**config.mk**
```make
export PLATFORM = sky130hd
export DESIGN_NAME = mult8_seq_ctrl
export DESIGN_NICKNAME = d
export VERILOG_FILES = /design/src/rtl/mult8_seq_ctrl_pkg.sv /design/src/rtl/mult8_seq_ctrl_mul4x4.sv /design/src/rtl/mult8_seq_ctrl.sv
export SDC_FILE = /design/constraint.sdc
export NUM_CORES = 1
export LEC_CHECK = 0
export CAP_MARGIN = 10
export CORE_ASPECT_RATIO = 0.8
export CORE_MARGIN = 3
export CORE_UTILIZATION = 45
export CTS_CLUSTER_SIZE = 40
export DETAILED_ROUTE_END_ITERATION = 10
export GPL_TIMING_DRIVEN = 0
export PLACE_DENSITY = 0.73
export SLEW_MARGIN = 20
export SYNTH_ARGS = -nofsm -noshare
export SYNTH_HDL_FRONTEND = slang
export SYNTH_SLANG_ARGS = --single-unit
```
**constraint.sdc**
```tcl
create_clock -name clk -period 5.5 [get_ports clk]
set_input_delay 0.55 -clock clk [delete_from_list [all_inputs] [get_ports clk]]
set_output_delay 0.55 -clock clk [all_outputs]
set_load 0.005 [all_outputs]
```
**src/rtl/mult8_seq_ctrl_pkg.sv**
```systemverilog
`default_nettype none
// ============================================================================
//  Module      : mult8_seq_ctrl_pkg
//  Description : Shared constants for the nibble-serial 8x8 multiplier
//                sequencer: widths, FSM state encoding, last step index and
//                the step-to-shift decode used by the accumulator.
//  Revision    : 1.0 - initial release
// ============================================================================
package mult8_seq_ctrl_pkg;

    localparam int NIB_W  = 4;
    localparam int OP_W   = 8;
    localparam int PROD_W = 16;

    // FSM state encoding
    localparam logic [1:0] IDLE = 2'd0;
    localparam logic [1:0] MUL  = 2'd1;
    localparam logic [1:0] DONE = 2'd2;

    // Index of the final nibble product (a_hi * b_hi)
    localparam logic [1:0] LAST_STEP = 2'd3;

    // Weight of each nibble product: lo*lo -> 0, cross terms -> 4, hi*hi -> 8
    function automatic logic [3:0] step_shift(input logic [1:0] step);
        logic [3:0] shamt;
        case (step)
            2'd0:    shamt = 4'd0;
            2'd1,
            2'd2:    shamt = 4'd4;
            default: shamt = 4'd8;
        endcase
        return shamt;
    endfunction

endpackage
`default_nettype wire

```
**src/rtl/mult8_seq_ctrl_mul4x4.sv**
```systemverilog
`default_nettype none
// ============================================================================
//  Module      : mult8_seq_ctrl_mul4x4
//  Description : Purely combinational unsigned 4x4 -> 8-bit array multiplier
//                cell built from AND-gated partial-product rows.
//  Ports       : x [3:0]  in  - multiplicand nibble
//                y [3:0]  in  - multiplier nibble
//                p [7:0]  out - x*y
//  Revision    : 1.0 - initial release
// ============================================================================
module mult8_seq_ctrl_mul4x4
    import mult8_seq_ctrl_pkg::*;
(
    input  logic [NIB_W-1:0]   x,
    input  logic [NIB_W-1:0]   y,
    output logic [2*NIB_W-1:0] p
);

    logic [2*NIB_W-1:0] w_row [NIB_W];

    // One partial-product row per multiplier bit, pre-shifted into position
    for (genvar i = 0; i < NIB_W; i++) begin : g_row
        assign w_row[i] = {{NIB_W{1'b0}}, (x & {NIB_W{y[i]}})} << i;
    end

    // Largest result is 15*15 = 225, so the 8-bit sum cannot overflow
    assign p = w_row[0] + w_row[1] + w_row[2] + w_row[3];

endmodule
`default_nettype wire

```
**src/rtl/mult8_seq_ctrl.sv**
```systemverilog
`default_nettype none
// ============================================================================
//  Module      : mult8_seq_ctrl
//  Description : Unsigned 8x8 -> 16 multiplier sequencer. Latches an operand
//                pair via valid/ready, feeds one nibble pair per cycle into a
//                shared 4x4 cell over four cycles, shift-accumulates the
//                partial products and presents the result until accepted.
//  Ports       : clk, rst_n         - clock, async active-low reset
//                in_valid/in_ready  - operand handshake (a, b)
//                a, b [7:0]         - unsigned operands
//                flush              - synchronous abort back to IDLE
//                out_valid/out_ready- result handshake
//                product [15:0]     - a*b, zero whenever out_valid is low
//                busy               - high while multiplying
//  Revision    : 1.0 - initial release
// ============================================================================
module mult8_seq_ctrl
    import mult8_seq_ctrl_pkg::*;
(
    input  logic              clk,
    input  logic              rst_n,
    input  logic              in_valid,
    output logic              in_ready,
    input  logic [OP_W-1:0]   a,
    input  logic [OP_W-1:0]   b,
    input  logic              flush,
    output logic              out_valid,
    input  logic              out_ready,
    output logic [PROD_W-1:0] product,
    output logic              busy
);

    logic [1:0]          r_state;
    logic [1:0]          w_next_state;
    logic [1:0]          r_step;
    logic [OP_W-1:0]     r_a;
    logic [OP_W-1:0]     r_b;
    logic [PROD_W-1:0]   r_acc;

    logic                w_accept;
    logic [NIB_W-1:0]    w_nib_a;
    logic [NIB_W-1:0]    w_nib_b;
    logic [2*NIB_W-1:0]  w_cell_p;
    logic [PROD_W-1:0]   w_term;

    // flush wins over a same-cycle input handshake
    assign w_accept = (r_state == IDLE) && in_valid && !flush;

    // step bit 0 selects the high nibble of a, bit 1 the high nibble of b,
    // giving the order lo*lo, hi*lo, lo*hi, hi*hi
    assign w_nib_a = r_step[0] ? r_a[OP_W-1:NIB_W] : r_a[NIB_W-1:0];
    assign w_nib_b = r_step[1] ? r_b[OP_W-1:NIB_W] : r_b[NIB_W-1:0];

    mult8_seq_ctrl_mul4x4 u_cell (
        .x (w_nib_a),
        .y (w_nib_b),
        .p (w_cell_p)
    );

    assign w_term = {{(PROD_W-2*NIB_W){1'b0}}, w_cell_p} << step_shift(r_step);

    // ------------------------------------------------------------------
    // State register
    // ------------------------------------------------------------------
    always_ff @(posedge clk or negedge rst_n) begin
        if (!rst_n) begin
            r_state <= IDLE;
        end else begin
            r_state <= w_next_state;
        end
    end

    // ------------------------------------------------------------------
    // Next-state logic
    // ------------------------------------------------------------------
    always_comb begin
        w_next_state = r_state;
        if (flush) begin
            w_next_state = IDLE;
        end else begin
            case (r_state)
                IDLE: if (in_valid)              w_next_state = MUL;
                MUL:  if (r_step == LAST_STEP)   w_next_state = DONE;
                DONE: if (out_ready)             w_next_state = IDLE;
                default:                         w_next_state = IDLE;
            endcase
        end
    end

    // ------------------------------------------------------------------
    // Output logic (decoded from the state register only)
    // ------------------------------------------------------------------
    always_comb begin
        in_ready  = (r_state == IDLE);
        busy      = (r_state == MUL);
        out_valid = (r_state == DONE);
        // Gate so the partially accumulated value never shows on the port
        product   = (r_state == DONE) ? r_acc : '0;
    end

    // ------------------------------------------------------------------
    // Operand, step and accumulator datapath
    // ------------------------------------------------------------------
    always_ff @(posedge clk or negedge rst_n) begin
        if (!rst_n) begin
            r_a    <= '0;
            r_b    <= '0;
            r_step <= '0;
            r_acc  <= '0;
        end else if (flush) begin
            r_step <= '0;
            r_acc  <= '0;
        end else if (w_accept) begin
            r_a    <= a;
            r_b    <= b;
            r_step <= '0;
            r_acc  <= '0;
        end else if (r_state == MUL) begin
            // Wraps to 0 after LAST_STEP, but the FSM has left MUL by then
            r_step <= r_step + 2'd1;
            r_acc  <= r_acc + w_term;
        end
    end

endmodule
`default_nettype wire
```
==> flow_summary.ini <==
[setup_path]
cp_num_buf_inv = 2
critPathLaunchType = register
slowest_stage = dfrtp_1
cp.required_ps = 5650
r2r-start = r_step[1]
worstPathCellList = mux2i_2 > nor2_1 > fa_1 > inv_1 > fa_1 > inv_1 > ha_1 > fa_1 > a21oi_1 > nor2b_1 > mux2_2 > o21a_1 > ha_1 > a21o_1 > a2111oi_4 > nor2_1 > a31oi_2 > xor2_1 > o21ai_1
crit_top_cell = fa_1
cp_top_family = adder cells
worstSetupEndpointType = register
crit_fanout = 6
critPathMaxStageDelay_ps = 540
reg2reg_depth = 19
crit_arrival_ps = 5350
worstReg2RegEnd = r_acc[14]
r2r_slack_ps = 300
crit_type = reg2reg

[detailed_routing]
wirelength_mm = 6.09
first_pass_iters = 4
ant_nets = 0
wl_per_cell_um = 14.9
drtIter0Drc = 88
vias_per_cell = 5.43
met2_length_mm = 2.57
wl_met3_um = 261
via_count = 2220
wl_met1_mm = 3.22
drc = 0
top_layer = met4

[global_routing]
grt_start_max_net_pins = 20
grt-ovfl-total = 0
grt_usage = 0.180
grt_pass1_wl_mm = 10.3
antenna_found_initial = 0
grt_pass1_vias = 2167

[clock_network]
clock-sinks = 36
cts_tree = yes
cts_max_level = 2
ctsLongestPathBuffers = 2
cts_setup_buffers = 0
cts_buffers = 5
cts_root_buf = clkbuf_8
path_clk_slew_ps = 70
clkLatencyLatePin_ps = 280
cts_hold_buf = 0

[layout]
area_delta_synth_final_pct = 21.5
num_antenna_cells = 0
nNetsFinal = 384
final_common_cell = clkdlybuf4s50_1
layout_common_cells = clkdlybuf4s50_1, dfrtp_1, nor2_1, ha_1
drive_gt1_frac = 0.121

[sta]
min_period_ps = 5200
hold-worst-slack_ps = 228
worst_slew_pin_slew_ps = 741
final_max_slew_viol_count = 0
setup_viol = 0
skew_ps = 2.51
clock.fmax_mhz = 192
fin_ws_ps = 304
hold_viol = 0
slew_headroom = 0.504
final.period_utilization = 0.945
rsz0062_at_grt = no

[yosys]
netlist_instances = 286
yosysUniqueCellTypes = 42
synth_area_leaders = dfrtp_1, ha_1, mux2_2, nor2_1, fa_1
synth_seq_cells = 36
syn_avg_cell_area_um2 = 9.69
netlist.area_leader.share = 0.325
yosys_warnings = 0
syn-cell-area_um2 = 2770
yosysTopAreaCell = dfrtp_1
syn_nets = 339
ys_seq_area_frac = 0.325

[floorplan]
die_height_um = 76.2
num_rows = 24
coreArea_um2 = 5710
start_util = 0.486
dieArea_um2 = 7140
die_x_um = 93.7
io_pins = 40

[place]
gp_congestion = 0.925
dp_hpwl_mm = 4.87
placement.io_buffers = 39
pre_cts_slack_ps = -14.8

[power]
p_per_area_nw_per_um2 = 357
power.leakage_nw = 1.52
vdd_drop_max_uv = 231

[flow_run]
drv_cap = 0

[worst_hold_path]
hold_path.class = in2async

[run_status]
status = completed
[through the flow]
step / instance area [um2] / util / cells / setup TNS, ps / power, mW
after floorplan: 2770 / - / 286 / 0 / 0.855
after global placement: 3260 / 0.571 / 403 / 0 / 0.999
final: 3370 / 0.590 / 409 / 0 / 1.20
after global routing: 3370 / 0.590 / 409 / 0 / 1.31
after detailed placement: 3280 / 0.575 / 404 / -14.8 / 1.01
after CTS: 3360 / 0.589 / 411 / 0 / 1.20
[worst max path at each step]
stage                           end  slack [ps]  depth (start not counted)       from
after global placement    r_acc[14]          30                         20  r_step[0]
after floorplan           r_acc[12]         590                         20  r_step[0]
final                     r_acc[14]         300                         19  r_step[1]
after global routing      r_acc[14]          70                         19  r_step[1]
after detailed placement  r_acc[14]         -10                         20  r_step[0]
after CTS                 r_acc[14]          90                         20  r_step[0]
[state kept, by name (all words and copies together) (netlist names)]
name and count:
r_step 2, r_acc 16, r_state 2, r_a 8, r_b 8
[routing by layer]
layer / track usage / up-vias
li1: - / 1096
met1: 0.283 / 1064
met2: 0.250 / 53
met3: 0.0365 / 7
met4: 0.0404 / 0
met5: 0 / -
[kinds of logic after synthesis]
| group | synth area share |
|---|---|
| compound gates | 0.164 |
| xor+xnor | 0.0506 |
| fa+ha+maj | 0.161 |
| buf+inv | 0.0253 |
| flops | 0.325 |
| mux | 0.109 |
| simple gates | 0.166 |
[final cells by class]
class	count	area (um2)
inverters	9	33.8
well taps	78	97.6
repair buffers	40	413
flip-flops and latches	36	902
plain buffers	7	28.8
clock inverters	1	5.00
multi-input cells	232	1810
clock buffers	6	72.6
fillers	501	2340
[Yosys cell counts]
cell type,instances
a211o_1,1
xor2_1,8
o21a_1,2
a21oi_1,12
nor4b_4,1
o211ai_1,3
ha_1,26
a2111oi_4,1
a221oi_2,1
a21boi_1,1
a21o_1,7
nor4_1,1
a311o_1,1
inv_1,9
nor2_2,1
mux2_1,2
nor2_1,33
a22oi_1,1
mux2i_1,11
clkbuf_1,7
o21ai_1,6
nand3_1,2
o22ai_1,2
and2_1,19
fa_1,6
buf_2,2
nor2b_1,6
nand2_1,19
dfrtp_1,36
a31oi_2,1
nor3_1,3
xnor2_1,8
a211oi_1,1
or2_2,4
a22o_1,9
o32ai_1,1
a31oi_1,1
o21ai_0,12
nor3b_1,2
nand2b_1,1
mux2_2,15
o31a_2,1
[repair_timing]
item	in CTS	in global routing
endpoints found under the setup margin	1	6
gates cloned	0	0
gates resized for setup	1	4
[power breakdown]
group          switching [mW]  internal (mW)
combinational           0.378          0.300
clock                  0.0927         0.0862
sequential             0.0351          0.310
No activity file was read; power rests on OpenSTA's default activity.
